===== src/rtl/mod7Counter_pkg.sv =====
// Shared types and constants for the modulo-7 sequence monitor.
// Imported by the monitor top and its event counter.
package mod7Counter_pkg;

  localparam int MOD7_MODULUS = 7;

  typedef enum logic [1:0] {
    IDLE  = 2'd0,
    TRACK = 2'd1,
    FAULT = 2'd2
  } state_t;

  typedef enum logic {
    CNT_WRAP = 1'b0,
    CNT_SAT  = 1'b1
  } cnt_mode_t;

endpackage


===== src/rtl/mod7_seq_monitor_event_counter.sv =====
// Event counter shared by the wrap and error tallies.
// MODE picks wrap-around or saturate-at-all-ones behaviour.
module event_counter
  import mod7Counter_pkg::*;
#(
  parameter int        W    = 8,
  parameter cnt_mode_t MODE = CNT_WRAP
) (
  input  logic         clk,
  input  logic         reset,
  input  logic         clr,
  input  logic         inc,
  output logic [W-1:0] cnt
);

  localparam logic [W-1:0] ONE = W'(1);

  logic at_max;

  assign at_max = (cnt == '1);

  // clear wins over hold; clear with a new event restarts at one
  always_ff @(posedge clk) begin
    if (reset) begin
      cnt <= '0;
    end else if (clr) begin
      cnt <= inc ? ONE : '0;
    end else if (inc) begin
      if (MODE == CNT_SAT && at_max)
        cnt <= cnt;
      else
        cnt <= cnt + ONE;
    end
  end

endmodule


===== src/rtl/mod7_seq_monitor.sv =====
// Watches a modulo-N up-counter, tracks sync, counts wraps and errors.
// All outputs are registered, one cycle after the sampled edge.
module mod7_seq_monitor
  import mod7Counter_pkg::*;
#(
  parameter int MODULUS = MOD7_MODULUS,
  parameter int CNT_W   = 8
) (
  input  logic             clk,
  input  logic             reset,
  input  logic [CNT_W-1:0] count_in,
  input  logic             count_en,
  input  logic             clr_err,
  output logic             in_sync,
  output logic             wrap_pulse,
  output logic [CNT_W-1:0] wrap_cnt,
  output logic             wrap_ovf,
  output logic             seq_err,
  output logic             err_sticky,
  output logic [CNT_W-1:0] err_cnt
);

  localparam logic [CNT_W-1:0] MOD_V  = CNT_W'(MODULUS);
  localparam logic [CNT_W-1:0] LAST_V = CNT_W'(MODULUS - 1);
  localparam logic [CNT_W-1:0] ONE_V  = CNT_W'(1);

  state_t           state;
  state_t           nxt_state;
  logic [CNT_W-1:0] exp;
  logic [CNT_W-1:0] nxt_exp;
  logic             err_evt;
  logic             wrap_evt;

  function automatic logic [CNT_W-1:0] adv(
    input logic [CNT_W-1:0] v
  );
    return (v == LAST_V) ? '0 : v + ONE_V;
  endfunction

  // next-state decode and event detection for the current sample
  always_comb begin
    nxt_state = state;
    nxt_exp   = exp;
    err_evt   = 1'b0;
    wrap_evt  = 1'b0;
    if (count_en) begin
      unique case (state)
        IDLE: begin
          unique case (1'b1)
            (count_in == '0): begin
              nxt_state = TRACK;
              nxt_exp   = adv('0);
            end
            (count_in >= MOD_V): begin
              nxt_state = FAULT;
              err_evt   = 1'b1;
            end
            default: ;
          endcase
        end
        TRACK: begin
          if (count_in == exp) begin
            nxt_exp  = adv(exp);
            wrap_evt = (count_in == '0);
          end else begin
            nxt_state = FAULT;
            err_evt   = 1'b1;
          end
        end
        FAULT: begin
          if (count_in == '0) begin
            nxt_state = TRACK;
            nxt_exp   = adv('0);
          end
        end
        default: begin
          nxt_state = IDLE;
          nxt_exp   = '0;
        end
      endcase
    end
  end

  // FSM state plus registered status outputs
  always_ff @(posedge clk) begin
    if (reset) begin
      state      <= IDLE;
      exp        <= '0;
      in_sync    <= 1'b0;
      wrap_pulse <= 1'b0;
      wrap_ovf   <= 1'b0;
      seq_err    <= 1'b0;
      err_sticky <= 1'b0;
    end else begin
      state      <= nxt_state;
      exp        <= nxt_exp;
      in_sync    <= (nxt_state == TRACK);
      wrap_pulse <= wrap_evt;
      seq_err    <= err_evt;
      err_sticky <= err_evt | (err_sticky & ~clr_err);
      wrap_ovf   <= wrap_ovf
                  | (wrap_evt & (wrap_cnt == '1));
    end
  end

  event_counter #(
    .W    (CNT_W),
    .MODE (CNT_WRAP)
  ) u_wrap_cnt (
    .clk   (clk),
    .reset (reset),
    .clr   (1'b0),
    .inc   (wrap_evt),
    .cnt   (wrap_cnt)
  );

  event_counter #(
    .W    (CNT_W),
    .MODE (CNT_SAT)
  ) u_err_cnt (
    .clk   (clk),
    .reset (reset),
    .clr   (clr_err),
    .inc   (err_evt),
    .cnt   (err_cnt)
  );

endmodule


===== config.mk =====
export PLATFORM = sky130hd
export DESIGN_NAME = mod7_seq_monitor
export DESIGN_NICKNAME = d
export VERILOG_FILES = /design/src/rtl/mod7Counter_pkg.sv /design/src/rtl/mod7_seq_monitor_event_counter.sv /design/src/rtl/mod7_seq_monitor.sv
export SDC_FILE = /design/constraint.sdc
export NUM_CORES = 1
export LEC_CHECK = 0
export BUFFER_PORTS_ARGS = -buffer_cell sky130_fd_sc_hd__clkbuf_2
export CAP_MARGIN = 20
export CORE_MARGIN = 5
export CORE_UTILIZATION = 59
export DETAILED_ROUTE_END_ITERATION = 10
export PLACE_DENSITY_LB_ADDON = 0.2
export SLEW_MARGIN = 0
export SYNTH_ARGS = -nofsm -noshare
export SYNTH_HDL_FRONTEND = slang
export SYNTH_SLANG_ARGS = --single-unit

===== constraint.sdc =====
create_clock -name clk -period 5.4 [get_ports clk]
set_input_delay 1.08 -clock clk [delete_from_list [all_inputs] [get_ports clk]]
set_output_delay 1.08 -clock clk [all_outputs]
set_load 0.01 [all_outputs]

==> results.yml, run 1 <==
cells_and_area:
  area_growth_pct: 13.0
  diodes: 0
  drive_gt1_frac: 0.204
  final_common_cell: "clkbuf_2"
  nets: 251
  final_cell_mix: "clkbuf_2, dfxtp_1, a21oi_1"
  instances_no_fill: 266
  final_area_mm2: 0.00196
floorplan:
  pin_count: 33
  die_h_um: 64.2
  rows: 19
  core_mm2: 0.00278
  die-area_mm2: 0.00412
  start_util: 0.623
  die_w_um: 64.2
routing:
  drtPass1Iterations: 5
  drc: 0
  wl_per_cell_um: 16.3
  vias: 1734
  ant_nets: 0
  dr.first_iter.drc_count: 174
  vias_per_cell: 6.52
  wirelength_mm: 4.34
logic_synthesis:
  synth_edf_count: 0
  synth_cell_type_count: 43
  netlist_area_mm2: 0.00173
  synth_fa_ha_area_frac: 0.0289
  async_flop_share: 0
  synth-seq-area-share: 0.358
  syn-instance-count: 202
  synth_top_family_by_area: "simple AND/OR/NAND/NOR gates"
  synth_area_per_cell_um2: 8.58
  synth-seq-cells: 31
  synth_mux_area_frac: 0.0173
  synth-compound-area-share: 0.219
  syn-num-nets: 218
  synth-simple-area-share: 0.290
  yosysWarnings: 0
  ys.flop_type: "dfxtp_1"
  synthXorXnorAreaFrac: 0.0455
placed_design:
  post-place-ws_ns: 2.61
  placedCellCount: 259
  gp_congestion: 0.906
  placed_area_mm2: 0.00190
  io_buffers: 32
  dp_hpwl_mm: 3.27
global_route:
  grt_pass1_wl_mm: 7.40
  grtUsageTotal: 0.219
  overflow: 0
  grt_pass1_vias: 1686
  antenna_found_initial: 0
  grt_max_degree: 34
worst_setup_path:
  cp.arrival_ns: 2.70
  worst_setup_path_end_kind: "flop"
  crit_path_start_kind: "input port"
  crit_slowest_cell: "or4_1"
  slowest_delay_ns: 0.56
  path_class: "input port to flop"
  cp_cell_sequence: "clkbuf_2 -> nor4_4 -> and3_4 -> nand4_4 -> or4_1 -> a21oi_1"
  worstPathRequired_ns: 5.66
  crit_fanout: 15
timing:
  final.setup.tns_ns: 0
  rsz0062_at_grt: "false"
  fmaxAchievable_mhz: 410
  setup_viol: 0
  slew_viol_final: 0
  min_period_ns: 2.44
  setup_ws_ns: 2.96
  tightest_slew_ns: 0.846
  fin_crit_sh: 0.452
  relSlewSlack: 0.436
  fin_skew_ns: 0.00982
  hold_viol_final: 0
power:
  switching_share: 0.248
  p_clk_frac: 0.340
  power_density_mw_per_mm2: 206
  combPwrFrac: 0.081
  fin_total_pwr_uw: 404
  seq_power_share: 0.579
  p_int_uw: 303
  ir_drop_mv: 0.176
  p_leak_nw: 0.749
  power_switching_uw: 100
cts:
  hold_buffers: 0
  htreeDepth: 2
  clkTransAtPathRegs_ns: 0.09
  clk_latency_ns: 0.33
  cts_buffer_depth: 2
  cts.sinks: 31
  cts_inserted_buffers: 5
  root_buffer: "clkbuf_4"
  cts_setup_buffers: 0
  cts_tree: "done"
  cts_resized: 0
flow_run:
  drv_cap: 0
worst_hold_path:
  min_path_type: "flop to flop"
status:
  outcome: "complete, no violations"
-- metrics by stage --
step,hold slack (ns),util
floorplan,0.489,-
global placement,0.437,0.684
detailed placement,0.449,0.684
CTS,0.473,0.704
global route,0.504,0.704
finish,0.470,0.704
-- path summary, 6_finish.rpt --
check	startpoint	to	slack, ns	depth (start not counted)
setup reg to reg	exp[0]	exp[7]	3.17	7
setup / recovery	count_in[4]	u_wrap_cnt.cnt[7]	2.96	6
hold / removal	err_sticky	err_sticky	0.47	1
hold reg to reg	err_sticky	err_sticky	0.47	1
-- critical path: cells and delay by family --
kind,cells,cell delay [ns]
AOI/OAI and AO/OA,1,0.15
buffers and inverters,1,0.11
and+or+nand+nor,4,1.36
-- Yosys cell counts (2+ instances only) --
cell      instances  area (µm²)
dfxtp_1          31         621
a21oi_1          18        90.1
nor2_1           15        56.3
inv_1            11        41.3
nand2_1          11        41.3
nand3_1           8        40.0
o21ai_0           8        40.0
xnor2_1           8        70.1
nand4_1           7        43.8
o31ai_1           7        52.6
a311oi_1          6        52.6
or4_1             6        45.0
clkbuf_1          5        18.8
nor2b_1           5        31.3
and4_1            4        35.0
ha_1              4        50.1
nand2b_1          4        25.0
or3_1             4        25.0
a31o_2            3        26.3
and3_1            3        18.8
mux2i_1           3        30.0
nor3_1            3        15.0
a31oi_1           2        12.5
a41o_1            2        20.0
nand4b_1          2        17.5
nor3b_1           2        15.0
nor4_1            2        12.5
o311ai_0          2        17.5
o41ai_1           2        17.5
-- flip-flops by register name, indices dropped and copies added, names as in the netlist --
register / flops
exp: 8
u_wrap_cnt.cnt: 8
err_sticky: 1
seq_err: 1
in_sync: 1
wrap_pulse: 1
u_err_cnt.cnt: 8
wrap_ovf: 1
state: 2
-- area by class of cell --
class,instances,area (µm²)
clock inverter,1,5.00
multi-input combinational,154,1040
sequential,31,621
fill,237,823
tap,31,38.8
inverter,11,41.3
timing repair buffer,32,160
clock buffer,6,51.3
-- routing by layer --
metal | vias up | track usage | share of wire
met5 | - | 0 | 0
met4 | 0 | 0.0687 | 0.015
met3 | 8 | 0.0665 | 0.060
met2 | 63 | 0.397 | 0.52
met1 | 824 | 0.241 | 0.40
li1 | 839 | - | -
-- power by group through the flow --
stage | Combinational [mW] | Clock [mW] | Sequential (mW)
2_1_floorplan | 0.0181 | 0 | 0.239
3_3_place_gp | 0.0311 | 0 | 0.239
3_5_place_dp | 0.0325 | 0 | 0.239
4_1_cts | 0.0326 | 0.138 | 0.234
5_1_grt | 0.0358 | 0.155 | 0.234
6_report | 0.0328 | 0.137 | 0.234
-- cells by family (layout without fill, tap and decap cells) --
group                      after synthesis  count (layout)
muxes                                    3               3
adders and majority gates                4               4
buffers and inverters                   17              50
AOI/OAI and AO/OA                       56              56
and+or+nand+nor                         82              82
DFF                                     31              31
xor gates and xnor gates                 9               9
Power figures use the tool's default switching activity.
==> run 2: changes to the inputs <==
--- a/config.mk
+++ b/config.mk
@@ -8,7 +8,7 @@
 export BUFFER_PORTS_ARGS = -buffer_cell sky130_fd_sc_hd__clkbuf_2
 export CAP_MARGIN = 20
 export CORE_MARGIN = 5
-export CORE_UTILIZATION = 59
+export CORE_UTILIZATION = 54
 export DETAILED_ROUTE_END_ITERATION = 10
 export PLACE_DENSITY_LB_ADDON = 0.2
 export SLEW_MARGIN = 0
==> constraint.sdc (replaced) <==
create_clock -name clk -period 2.49 [get_ports clk]
set_input_delay 0.498 -clock clk [delete_from_list [all_inputs] [get_ports clk]]
set_output_delay 0.498 -clock clk [all_outputs]
set_load 0.01 [all_outputs]
==> results.yml, run 2 (synthesized netlist as in run 1, its figures left out) <==
floorplan:
  die-area_mm2: 0.00444
  pin_count: 33
  core_mm2: 0.00308
  rows: 20
  start_util: 0.563
  die_w_um: 66.7
  die_h_um: 66.7
cts:
  cts.sinks: 31
  root_buffer: "clkbuf_4"
  clk_latency_ns: 0.35
  cts_tree: "done"
  cts_inserted_buffers: 5
  clkTransAtPathRegs_ns: 0.11
  htreeDepth: 2
  cts_buffer_depth: 2
cells_and_area:
  nets: 254
  drive_gt1_frac: 0.222
  top_regs: "exp (8), u_err_cnt.cnt (8), u_wrap_cnt.cnt (8)"
  final_common_cell: "clkbuf_2"
  area_growth_pct: 17.2
  final_cell_mix: "clkbuf_2, dfxtp_1, a21oi_1"
  final_area_mm2: 0.00203
  diodes: 0
global_route:
  grt_pass1_vias: 1464
  grt_pass1_wl_mm: 6.60
  antenna_found_initial: 0
  overflow: 0
  grt_max_degree: 34
  grtUsageTotal: 0.197
worst_setup_path:
  worstRegToRegCells: 7
  path_class: "flop to flop"
  crit_fanout: 13
  r2r_start: "exp[0]"
  worstPathRequired_ns: 2.80
  cp_num_cells: 7
  worst_setup_path_end_kind: "flop"
  cp.arrival_ns: 2.27
  cp_cell_sequence: "inv_1 -> ha_1 -> nor4b_1 -> a21oi_2 -> o21ai_0 -> a311oi_1 -> a31o_2"
  path_buf_inv: 1
  r2r_setup_slack_ns: 0.53
  cpLargestDelayFamily: "compound AO/OA/AOI/OAI gates"
  slowest_delay_ns: 0.46
  rr_endpoint: "exp[7]"
  crit_slowest_cell: "a21oi_2"
  crit_path_start_kind: "flop"
routing:
  vias: 1668
  drc: 0
  drtPass1Iterations: 4
  wirelength_mm: 4.04
  ant_nets: 0
  wl_per_cell_um: 14.3
  dr.first_iter.drc_count: 190
  vias_per_cell: 5.89
placed_design:
  gp_congestion: 0.954
  io_buffers: 32
  dp_hpwl_mm: 2.80
  post-place-ws_ns: 0.299
  placed_area_mm2: 0.00194
timing:
  min_period_ns: 1.96
  fin_crit_sh: 0.789
  hold_viol_final: 0
  final.setup.tns_ns: 0
  rsz0062_at_grt: "false"
  setup_ws_ns: 0.525
  relSlewSlack: 0.581
  fmaxAchievable_mhz: 509
  slew_viol_final: 0
  fin_skew_ns: 0.0185
  tightest_slew_ns: 0.628
  setup_viol: 0
worst_hold_path:
  min_path_type: "flop to flop"
  hold_depth: 1
  min_to: "err_sticky"
  min_from: "err_sticky"
power:
  p_leak_nw: 0.776
  power_density_mw_per_mm2: 493
  ir_drop_mv: 0.382
  fin_total_pwr_mw: 1.00
status:
  outcome: "complete, no violations"
flow_run:
  drv_cap: 0
-- run 2: cell types whose count changed in the layout (fill, tap and decap cells not counted) --
cell	before	now
buf_4	0	3
bufinv_16	0	1
a21oi_2	0	1
a21oi_1	18	17
-- run 2: where the power goes --
part	internal, mW	leakage, nW	switching, mW
Sequential	0.501	0.251	0.00562
Clock	0.237	0.0482	0.186
Combinational	0.0283	0.477	0.0445
Total	0.766	0.776	0.236
-- run 2: what timing repair did --
item                       CTS  global route
setup endpoints to repair    0             1
hold buffers                 0             0
resized for setup            0             1
buffers inserted             0             0
-- run 2: cell type report --
| cell class | count | area, µm² |
|---|---|---|
| fill | 287 | 1050 |
| multi-input combinational | 154 | 1040 |
| sequential | 31 | 621 |
| timing repair buffer | 35 | 183 |
| tap | 44 | 55.1 |
| clock buffer | 6 | 51.3 |
| inverter | 11 | 41.3 |
| clock inverter | 2 | 35.0 |
-- run 2: worst max path at each step --
stage                      from  slack, ns                 to
floorplan           count_in[4]       0.61  u_wrap_cnt.cnt[6]
global placement    count_in[4]       0.32  u_wrap_cnt.cnt[7]
detailed placement  count_in[4]       0.30  u_wrap_cnt.cnt[7]
CTS                      exp[0]       0.30             exp[7]
global route             exp[0]       0.29             exp[7]
finish                   exp[0]       0.53             exp[7]
-- run 2: per-stage QoR --
stage | hold WS, ns | utilization | cells
after floorplan | 0.489 | - | 202
after global placement | 0.440 | 0.630 | 275
after detailed placement | 0.445 | 0.630 | 275
after CTS | 0.469 | 0.659 | 283
after global routing | 0.503 | 0.660 | 283
final | 0.465 | 0.660 | 283
-- run 2: per-layer routing --
layer | part of all wire | track usage | up-vias
li1 | - | - | 846
met1 | 0.46 | 0.265 | 756
met2 | 0.45 | 0.286 | 60
met3 | 0.069 | 0.0708 | 6
met4 | 0.013 | 0.0736 | 0
met5 | 0 | 0 | -
==> run 3: changes to the inputs <==
--- a/config.mk
+++ b/config.mk
@@ -5,10 +5,11 @@
 export SDC_FILE = /design/constraint.sdc
 export NUM_CORES = 1
 export LEC_CHECK = 0
+export ABC_AREA = 1
 export BUFFER_PORTS_ARGS = -buffer_cell sky130_fd_sc_hd__clkbuf_2
 export CAP_MARGIN = 20
 export CORE_MARGIN = 5
-export CORE_UTILIZATION = 54
+export CORE_UTILIZATION = 55
 export DETAILED_ROUTE_END_ITERATION = 10
 export PLACE_DENSITY_LB_ADDON = 0.2
 export SLEW_MARGIN = 0
==> constraint.sdc (replaced) <==
create_clock -name clk -period 2 [get_ports clk]
set_input_delay 0.4 -clock clk [delete_from_list [all_inputs] [get_ports clk]]
set_output_delay 0.4 -clock clk [all_outputs]
set_load 0.01 [all_outputs]
==> results.yml, run 3 <==
cts:
  htreeDepth: 2
  clk_latency_ns: 0.33
  clkTransAtPathRegs_ns: 0.10
  cts.sinks: 31
  root_buffer: "clkbuf_4"
  cts_tree: "done"
  cts_buffer_depth: 2
  cts_setup_buffers: 0
  cts_inserted_buffers: 5
floorplan:
  start_util: 0.583
  pin_count: 33
  die-area_mm2: 0.00454
  die_w_um: 67.4
  core_mm2: 0.00310
  die_h_um: 67.4
  rows: 20
worst_setup_path:
  crit_path_start_kind: "flop"
  rr_endpoint: "exp[2]"
  worstPathRequired_ns: 2.20
  crit_slowest_cell: "dfxtp_1"
  slowest_delay_ns: 0.46
  r2r_setup_slack_ns: 0.33
  cp_cell_sequence: "xnor2_1 -> nand2_1 -> nor2_2 -> nand2_2 -> nand2_4 -> nand2_2 -> o21ai_0 -> nor3b_1"
  cp_common_cell: "nand2_2"
  path_class: "flop to flop"
  worst_setup_path_end_kind: "flop"
  cp.arrival_ns: 1.87
  r2r_start: "exp[0]"
  worstRegToRegCells: 8
  crit_fanout: 6
worst_hold_path:
  min_from: "reset"
  min_path_type: "input port to flop"
  min_to: "u_err_cnt.cnt[5]"
  hold_depth: 2
timing:
  tightest_slew_ns: 0.397
  hold_viol_final: 0
  rsz0062_at_grt: "false"
  final.setup.tns_ns: 0
  fin_crit_sh: 0.835
  fmaxAchievable_mhz: 599
  setup_ws_ns: 0.330
  min_period_ns: 1.67
  slew_viol_final: 0
  relSlewSlack: 0.733
  fin_skew_ns: 0.00637
  setup_viol: 0
global_route:
  overflow: 0
  grt_pass1_wl_mm: 6.97
  grtUsageTotal: 0.200
  grt_pass1_vias: 1657
  antenna_found_initial: 0
  grt_max_degree: 11
logic_synthesis:
  yosysMostFrequentCell: "nand2_1"
  yosysWarnings: 0
  netlist_area_mm2: 0.00181
  syn-instance-count: 261
  ys.flop_type: "dfxtp_1"
  async_flop_share: 0
  synth_cell_type_count: 33
  synth_top_cell_area_share: 0.343
  synth_area_per_cell_um2: 6.93
  syn-num-nets: 277
  netlist_top_cells_area: "dfxtp_1, nand2_1, inv_1"
  synth.top_cells.by_count: "nand2_1, inv_1, nor2_1"
  synth_edf_count: 0
  synth-seq-cells: 31
  yosysTopAreaCell: "dfxtp_1"
  synth-seq-area-share: 0.343
cells_and_area:
  final_cell_mix: "nand2_1, inv_1, nor2_1"
  nFillCells: 298
  diodes: 0
  drive_gt1_frac: 0.215
  final_common_cell: "nand2_1"
  top_regs: "exp (8), u_err_cnt.cnt (8), u_wrap_cnt.cnt (8)"
  nets: 317
  fin_util: 0.679
  area_growth_pct: 16.5
flow_run:
  drv_cap: 0
status:
  outcome: "complete, no violations"
placed_design:
  post-place-ws_ns: 0.216
  io_buffers: 32
  dp_hpwl_mm: 3.09
  gp_congestion: 0.906
routing:
  drc: 0
  wirelength_mm: 3.98
  vias_per_cell: 4.99
  drtPass1Iterations: 4
  vias: 1727
  wl_per_cell_um: 11.5
  dr.first_iter.drc_count: 89
  ant_nets: 0
power:
  p_leak_nw: 0.920
  ir_drop_mv: 0.511
  power_density_mw_per_mm2: 550
-- run 3: area by class of cell --
type                       instances  area [µm²]  area share
clock buffer                       7        65.1      0.0309
tap                               44        55.1      0.0261
sequential                        31         621       0.295
inverter                          40         150      0.0713
multi-input combinational        186        1010       0.480
timing repair buffer              37         198      0.0938
clock inverter                     1        7.51     0.00356
-- run 3: stage by stage --
stage	power [mW]	hold WS, ns	area, µm²	cells
detailed placement	0.745	0.453	2030	338
finish	1.16	0.359	2110	346
global placement	0.744	0.450	2030	338
floorplan	0.705	0.481	1810	261
global route	1.22	0.355	2110	346
CTS	1.17	0.346	2100	346
-- run 3: layer usage --
metal	GRT usage	wire length [µm]	up-vias
met5	0	0	-
met4	0.0481	38	0
met3	0.0499	272	5
met2	0.318	1760	53
met1	0.272	1910	756
li1	-	-	913
-- run 3: worst max-delay path by stage --
stage | start | to | slack, ns | cells past startpoint
global route | u_err_cnt.cnt[1] | u_err_cnt.cnt[1] | 0.06 | 10
floorplan | u_err_cnt.cnt[0] | u_err_cnt.cnt[1] | 0.42 | 10
CTS | u_err_cnt.cnt[1] | u_err_cnt.cnt[1] | 0.32 | 10
finish | exp[0] | exp[2] | 0.33 | 8
detailed placement | count_in[6] | exp[2] | 0.22 | 9
global placement | count_in[6] | exp[6] | 0.27 | 11
-- run 3: kinds of logic after synthesis --
| group | synth area share |
|---|---|
| AO/OA/AOI/OAI | 0.0906 |
| XOR/XNOR | 0.0719 |
| adder cells (fa/ha/maj) | 0.0277 |
| buffers and inverters | 0.0996 |
| flip-flops | 0.343 |
| AND/OR/NAND/NOR | 0.367 |
-- run 3: power by group --
group | switching [mW] | internal (mW) | leakage (nW)
Clock | 0.222 | 0.205 | 0.0375
Combinational | 0.0629 | 0.0370 | 0.632
Sequential | 0.00600 | 0.625 | 0.251
Total | 0.291 | 0.867 | 0.920
-- run 3: worst max-delay path: cells and delay by family (launching register included) --
kind,cells,cell delay [ns]
and+or+nand+nor,6,0.58
DFF,1,0.46
AOI/OAI and AO/OA,1,0.35
xor gates and xnor gates,1,0.15
-- run 3: timing repair --
item / CTS / global route
gates resized for setup: 0 / 1
hold buffers: 0 / 0
endpoints found under the setup margin: 0 / 1
